File: src/rtl/fma_queue_pkg.sv
// Shared types and constants for the FMA result queue.
package fma_queue_pkg;

  localparam int unsigned FMA_REC_W  = 33;
  localparam int unsigned FMA_FLAG_W = 5;
  localparam int unsigned FMA_TAG_W  = 5;

  localparam int unsigned FLAG_NV = 4;
  localparam int unsigned FLAG_DZ = 3;
  localparam int unsigned FLAG_OF = 2;
  localparam int unsigned FLAG_UF = 1;
  localparam int unsigned FLAG_NX = 0;

  typedef struct packed {
    logic [FMA_REC_W-1:0]  data;
    logic [FMA_FLAG_W-1:0] flags;
    logic [FMA_TAG_W-1:0]  tag;
  } fma_result_t;

  // A clear coinciding with a dequeue keeps only the dequeued entry's flags.
  function automatic logic [FMA_FLAG_W-1:0] merge_fflags(
    input logic [FMA_FLAG_W-1:0] cur,
    input logic [FMA_FLAG_W-1:0] deq_flags,
    input logic                  deq_fire,
    input logic                  clr
  );
    logic [FMA_FLAG_W-1:0] add;
    add = deq_fire ? deq_flags : '0;
    return clr ? add : (cur | add);
  endfunction

endpackage

File: src/rtl/fma_result_fifo.sv
// Ring-buffer FIFO; when empty the read port holds the last head shown.
module fma_result_fifo
  import fma_queue_pkg::*;
#(
  parameter int unsigned DEPTH = 4,
  parameter type         T     = fma_result_t
) (
  input  logic                   clk,
  input  logic                   rst_n,
  input  logic                   clr,
  input  logic                   wr_en,
  input  T                       wr_data,
  input  logic                   rd_en,
  output T                       rd_data,
  output logic [$clog2(DEPTH):0] count,
  output logic                   full,
  output logic                   empty
);

  localparam int unsigned PTR_W = $clog2(DEPTH);
  localparam int unsigned CNT_W = PTR_W + 1;
  localparam logic [CNT_W-1:0] FULL_CNT = CNT_W'(DEPTH);

  T                 mem_q [DEPTH];
  T                 hold_q, hold_d;
  logic [PTR_W-1:0] wr_ptr_q, wr_ptr_d;
  logic [PTR_W-1:0] rd_ptr_q, rd_ptr_d;
  logic [CNT_W-1:0] count_q, count_d;
  logic             do_wr, do_rd;

  assign empty   = (count_q == '0);
  assign full    = (count_q == FULL_CNT);
  assign count   = count_q;
  assign rd_data = empty ? hold_q : mem_q[rd_ptr_q];

  always_comb begin
    do_rd    = rd_en && !empty;
    do_wr    = wr_en && !clr && (!full || do_rd);
    wr_ptr_d = wr_ptr_q + PTR_W'(do_wr);
    rd_ptr_d = rd_ptr_q + PTR_W'(do_rd);
    count_d  = count_q + CNT_W'(do_wr) - CNT_W'(do_rd);
    hold_d   = empty ? hold_q : mem_q[rd_ptr_q];
    if (clr) begin
      wr_ptr_d = '0;
      rd_ptr_d = '0;
      count_d  = '0;
    end
  end

  always_ff @(posedge clk or negedge rst_n) begin
    if (!rst_n) begin
      wr_ptr_q <= '0;
      rd_ptr_q <= '0;
      count_q  <= '0;
      hold_q   <= '0;
    end else begin
      wr_ptr_q <= wr_ptr_d;
      rd_ptr_q <= rd_ptr_d;
      count_q  <= count_d;
      hold_q   <= hold_d;
    end
  end

  always_ff @(posedge clk) begin
    if (do_wr) mem_q[wr_ptr_q] <= wr_data;
  end

endmodule

File: src/rtl/fma_result_queue.sv
// Credit-based result capture behind a fixed-latency, non-stallable FMA pipe:
// shadow tag pipe, result FIFO, sticky fflags and protocol error.
module fma_result_queue
  import fma_queue_pkg::*;
#(
  parameter int unsigned DEPTH    = 4,
  parameter int unsigned PIPE_LAT = 2,
  parameter int unsigned TAG_W    = FMA_TAG_W
) (
  input  logic                   clock,
  input  logic                   reset,
  output logic                   io_issue_ready,
  input  logic                   io_issue_valid,
  input  logic [TAG_W-1:0]       io_issue_tag,
  input  logic                   io_fma_validout,
  input  logic [FMA_REC_W-1:0]   io_fma_out,
  input  logic [FMA_FLAG_W-1:0]  io_fma_flags,
  output logic                   io_deq_valid,
  input  logic                   io_deq_ready,
  output logic [FMA_REC_W-1:0]   io_deq_data,
  output logic [FMA_FLAG_W-1:0]  io_deq_flags,
  output logic [TAG_W-1:0]       io_deq_tag,
  input  logic                   io_flush,
  input  logic                   io_fflags_clear,
  output logic [FMA_FLAG_W-1:0]  io_fflags,
  output logic [$clog2(DEPTH):0] io_count,
  output logic                   io_error
);

  localparam int unsigned CNT_W = $clog2(DEPTH) + 1;

  // Package type fixes the tag at FMA_TAG_W; this one follows TAG_W.
  typedef struct packed {
    logic [FMA_REC_W-1:0]  data;
    logic [FMA_FLAG_W-1:0] flags;
    logic [TAG_W-1:0]      tag;
  } entry_t;

  logic [CNT_W-1:0]      credits_q, credits_d;
  logic [PIPE_LAT-1:0]   vld_q, vld_d;
  logic [PIPE_LAT-1:0]   live_q, live_d;
  logic [TAG_W-1:0]      tag_q [PIPE_LAT];
  logic [TAG_W-1:0]      tag_d [PIPE_LAT];
  logic [FMA_FLAG_W-1:0] fflags_q, fflags_d;
  logic                  error_q, error_d;

  logic   fire, deq_fire, last_vld, last_live, capture, overflow;
  logic   fifo_full, fifo_empty;
  entry_t wr_entry, head;

  assign io_issue_ready = (credits_q != '0) && !io_flush;
  assign fire           = io_issue_valid && io_issue_ready;
  assign io_deq_valid   = !fifo_empty;
  assign deq_fire       = io_deq_valid && io_deq_ready;
  assign last_vld       = vld_q[PIPE_LAT-1];
  assign last_live      = live_q[PIPE_LAT-1];
  assign capture        = io_fma_validout && last_vld && last_live && !io_flush;
  assign overflow       = capture && fifo_full && !deq_fire;

  assign wr_entry = '{data: io_fma_out, flags: io_fma_flags, tag: tag_q[PIPE_LAT-1]};

  fma_result_fifo #(
    .DEPTH (DEPTH),
    .T     (entry_t)
  ) u_fifo (
    .clk     (clock),
    .rst_n   (reset),
    .clr     (io_flush),
    .wr_en   (capture),
    .wr_data (wr_entry),
    .rd_en   (io_deq_ready),
    .rd_data (head),
    .count   (io_count),
    .full    (fifo_full),
    .empty   (fifo_empty)
  );

  assign io_deq_data  = head.data;
  assign io_deq_flags = head.flags;
  assign io_deq_tag   = head.tag;
  assign io_fflags    = fflags_q;
  assign io_error     = error_q;

  always_comb begin
    vld_d[0]  = fire;
    live_d[0] = fire;
    tag_d[0]  = io_issue_tag;
    // Flush kills in-flight ops but keeps vld so a missing result is still flagged.
    for (int unsigned i = 1; i < PIPE_LAT; i++) begin
      vld_d[i]  = vld_q[i-1];
      live_d[i] = live_q[i-1] && !io_flush;
      tag_d[i]  = tag_q[i-1];
    end

    credits_d = io_flush ? CNT_W'(DEPTH)
                         : credits_q - CNT_W'(fire) + CNT_W'(deq_fire);

    fflags_d = merge_fflags(fflags_q, io_deq_flags, deq_fire, io_fflags_clear);

    error_d = error_q
            | (io_issue_valid && !io_issue_ready)
            | (io_fma_validout && !last_vld)
            | (last_vld && !io_fma_validout)
            | overflow;
  end

  always_ff @(posedge clock or negedge reset) begin
    if (!reset) begin
      credits_q <= CNT_W'(DEPTH);
      vld_q     <= '0;
      live_q    <= '0;
      for (int unsigned i = 0; i < PIPE_LAT; i++) tag_q[i] <= '0;
      fflags_q  <= '0;
      error_q   <= 1'b0;
    end else begin
      credits_q <= credits_d;
      vld_q     <= vld_d;
      live_q    <= live_d;
      for (int unsigned i = 0; i < PIPE_LAT; i++) tag_q[i] <= tag_d[i];
      fflags_q  <= fflags_d;
      error_q   <= error_d;
    end
  end

endmodule
File: config.mk
export PLATFORM = sky130hd
export DESIGN_NAME = fma_result_queue
export DESIGN_NICKNAME = d
export VERILOG_FILES = /design/src/rtl/fma_queue_pkg.sv /design/src/rtl/fma_result_fifo.sv /design/src/rtl/fma_result_queue.sv
export SDC_FILE = /design/constraint.sdc
export NUM_CORES = 1
export LEC_CHECK = 0
export ABC_AREA = 1
export CAP_MARGIN = 25
export CELL_PAD_IN_SITES_DETAIL_PLACEMENT = 1
export CELL_PAD_IN_SITES_GLOBAL_PLACEMENT = 2
export CORE_MARGIN = 2
export CORE_UTILIZATION = 30
export DETAILED_ROUTE_END_ITERATION = 7
export DONT_BUFFER_PORTS = 1
export PLACE_DENSITY_LB_ADDON = 0.1
export SETUP_SLACK_MARGIN = 0.4
export SLEW_MARGIN = 30
export SYNTH_ARGS = -nofsm -noshare
export SYNTH_HDL_FRONTEND = slang
export SYNTH_SLANG_ARGS = --single-unit
export TNS_END_PERCENT = 1
File: constraint.sdc
create_clock -name clock -period 7.1 [get_ports clock]
set_input_delay 1.065 -clock clock [delete_from_list [all_inputs] [get_ports clock]]
set_output_delay 1.065 -clock clock [all_outputs]
set_load 0.02 [all_outputs]
==> impl_metrics.ini <==
[worst_setup_path]
critPathLaunch = u_fifo.rd_ptr_q[0]
required_ns = 6.03
endpoint_kind = output port
worstRegToRegCells = 7
critPathMaxFanout = 47
cp_data_arrival_time_ns = 3.38
crit_type = reg -> out
timing.rr.start = u_fifo.rd_ptr_q[0]
reg2reg_slack_ns = 4.13
critPathCapture = io_deq_tag[4]
r2r-end = u_fifo.hold_q[6]
crit_path_start_kind = flip-flop

[finish]
num-fill-cells = 3573
antenna_cells = 0
layout-drive-gt1-share = 0.07238
fin_nets = 1013
stdcell_count = 1423
multiInputGateArea_um2 = 2131
area_growth_pct = 13.71
final-seq-area_um2 = 6973

[sta]
max_freq_mhz = 225.1
period_share = 0.6258
final.min_clock_period_ns = 4.443
relSlewSlack = 0.4838
setup_tns_ns = 0
setup_viol = 0
clock_skew_ns = 0.01029
hold_viol_final = 0
fin_hold_ws_ns = 0.2144
grt_setup_unrepaired = no
slew_viol_final = 0
worstMarginPinSlew_ns = 0.7744

[power]
ir_drop_uv = 197.1
p_leak_uw = 0.005122
powerDensity_nw_per_um2 = 414.1

[clock_network]
cts_buffers = 30
cts_tree = done
cts_buffer_depth = 3
clkLatencyLatePin_ns = 0.54
clk_pin_slew_ns = 0.06
cts-root-buf = clkbuf_16
postCtsHoldBufs = 0
cts_resized = 0
cts_sinks = 244
htree_levels = 1
post_cts_buffers = 0

[floorplan]
io_pins = 104
die_h_um = 186.4
rows = 66
initial_core_util = 0.3058
core_area_um2 = 32620
fp.dieW_um = 186.4
dieArea_um2 = 34730

[status]
outcome = finished, final reports clean

[worst_hold_path]
hp-class = in -> async

[logic_synthesis]
ys_ff_latch = 244
synth_top_family_by_area = simple AND/OR/NAND/NOR gates
ys_seq_area_frac = 0.6985
synth_xor_xnor_area_share = 0.001756
synth_top_area_cell = edfxtp_1
netlist_area_um2 = 9976
synth-edff-count = 172
syn-num-nets = 1011
synth_compound_area_frac = 0.003386
synth_mux_area_frac = 0
synth_ff_type = edfxtp_1
synth.distinct_cells = 21
synth_area_leaders = edfxtp_1 (52%), dfrtp_1 (18%), nand2_1 (14%), inv_1 (6.5%), nand3_1 (5.1%)
synth_common_cells = nand2_1 (359), edfxtp_1 (172), inv_1 (172), nand3_1 (101), dfrtp_1 (71)
synth.most_common_cell = nand2_1
synth_cells = 955
yosysTopAreaCellShare = 0.5177
synthSimpleGateAreaFrac = 0.1974
yosysWarnings = 0
async_reset_ff_frac = 0.2951
synth_area_per_cell_um2 = 10.45
yosys.area_share.adder = 0.009030

[grt]
grt_pass1_wl_mm = 37.99
track_usage = 0.1393
grt_pass1_vias = 6468
grt_max_degree = 73
grt_overflow_total = 0
grt_antenna_before_repair = 0

[placement]
io_buffers = 0
hpwl_mm = 13.17
dp.cells = 1367
place_congestion = 0.6537

[routing]
wl_per_cell_um = 16.51
drt_pass1_iterations = 4
drc = 0
drt_wl_total_mm = 23.49
vias_per_cell = 4.237
postRouteAntennaNets = 0
drtIter0Drc = 294
num_vias = 6029

[job]
max_cap_violations = 0
[registers in the layout, indices dropped and copies added (netlist names)]
name and flops:
u_fifo.wr_ptr_q 2, u_fifo.hold_q 43, io_error 1, io_fflags 5, u_fifo.count 3, vld_q 1
u_fifo.rd_ptr_q 2, tag_d 5, credits_q 3, u_fifo.mem_q 172, live_q 2, tag_q 5
[metal layers]
layer	share of wire	GRT usage	vias to the layer above	routed length [um]
met5	0	0	-	0
met4	0.017	0.02862	0	389
met3	0.058	0.03536	36	1361
met2	0.47	0.2325	99	11060
met1	0.45	0.1836	2906	10690
li1	-	-	2988	-
[worst max-delay path, cell delays in order, from the launching register on]
cell	delay (ns)
dfrtp_4	0.80
buf_12	0.30
clkinv_2	0.56
buf_4	0.54
nand2_1	0.12
nand3_1	0.08
nand2_1	0.12
nand2_1	0.05
nand2_1	0.23
[cell usage in the layout, fill, tap and decap left out]
| cell | n |
|---|---|
| a21oi_2 | 1 |
| nand2_1 | 359 |
| nor2_4 | 1 |
| inv_1 | 172 |
| xnor2_1 | 2 |
| buf_12 | 1 |
| clkbuf_1 | 5 |
| o21ai_0 | 2 |
| dfstp_2 | 1 |
| dfrtp_1 | 69 |
| clkinv_1 | 1 |
| dfrtp_2 | 1 |
| nor2_1 | 18 |
| nand2_4 | 1 |
| buf_4 | 6 |
| inv_4 | 1 |
| clkbuf_8 | 2 |
| a21oi_1 | 3 |
| or2_2 | 1 |
| inv_6 | 1 |
| clkinv_2 | 16 |
| ha_1 | 4 |
| bufinv_16 | 1 |
| nand3_1 | 101 |
| dfrtp_4 | 1 |
| fa_1 | 2 |
| clkbuf_16 | 32 |
| nor3_2 | 4 |
| edfxtp_1 | 172 |
[layout make-up]
class / instances / area share
sequential: 244 / 0.6147
multi-input combinational: 499 / 0.1878
clock buffer: 39 / 0.07467
inverter: 175 / 0.05835
tap: 442 / 0.04875
clock inverter: 17 / 0.009927
timing repair buffer: 7 / 0.005736
[power breakdown]
part	internal (uW)	total, uW	switching [uW]	leakage (uW)
Combinational	291	1400	1110	0.00220
Sequential	1700	1850	141	0.00243
Clock	873	1450	580	0.000490
Total	2870	4700	1830	0.00512
[stage by stage]
stage	util	total power (uW)	setup WS, ns	area, um2
global placement	0.3176	3308	2.640	10360
global route	0.3478	5063	2.243	11340
CTS	0.3477	4822	2.462	11340
floorplan	-	3026	2.076	9976
detailed placement	0.3183	3332	3.041	10380
finish	0.3478	4697	2.657	11340
[cell families after synthesis]
group	after synthesis
fa+ha+maj	6
buf+inv	212
xor+xnor	2
simple gates	485
flops	244
compound gates	6
[how the worst min path moves through the flow]
stage,from,to,slack (ns),cells past startpoint
after floorplan,tag_d[0],tag_q[0],0.33,0
after global placement,tag_d[4],tag_q[4],0.33,0
after detailed placement,tag_d[3],tag_q[3],0.34,0
after CTS,reset,u_fifo.hold_q[24],0.18,0
after global routing,reset,u_fifo.hold_q[21],0.17,0
final,reset,u_fifo.hold_q[24],0.21,0
Note: power is estimated with default switching activity, not from simulation.
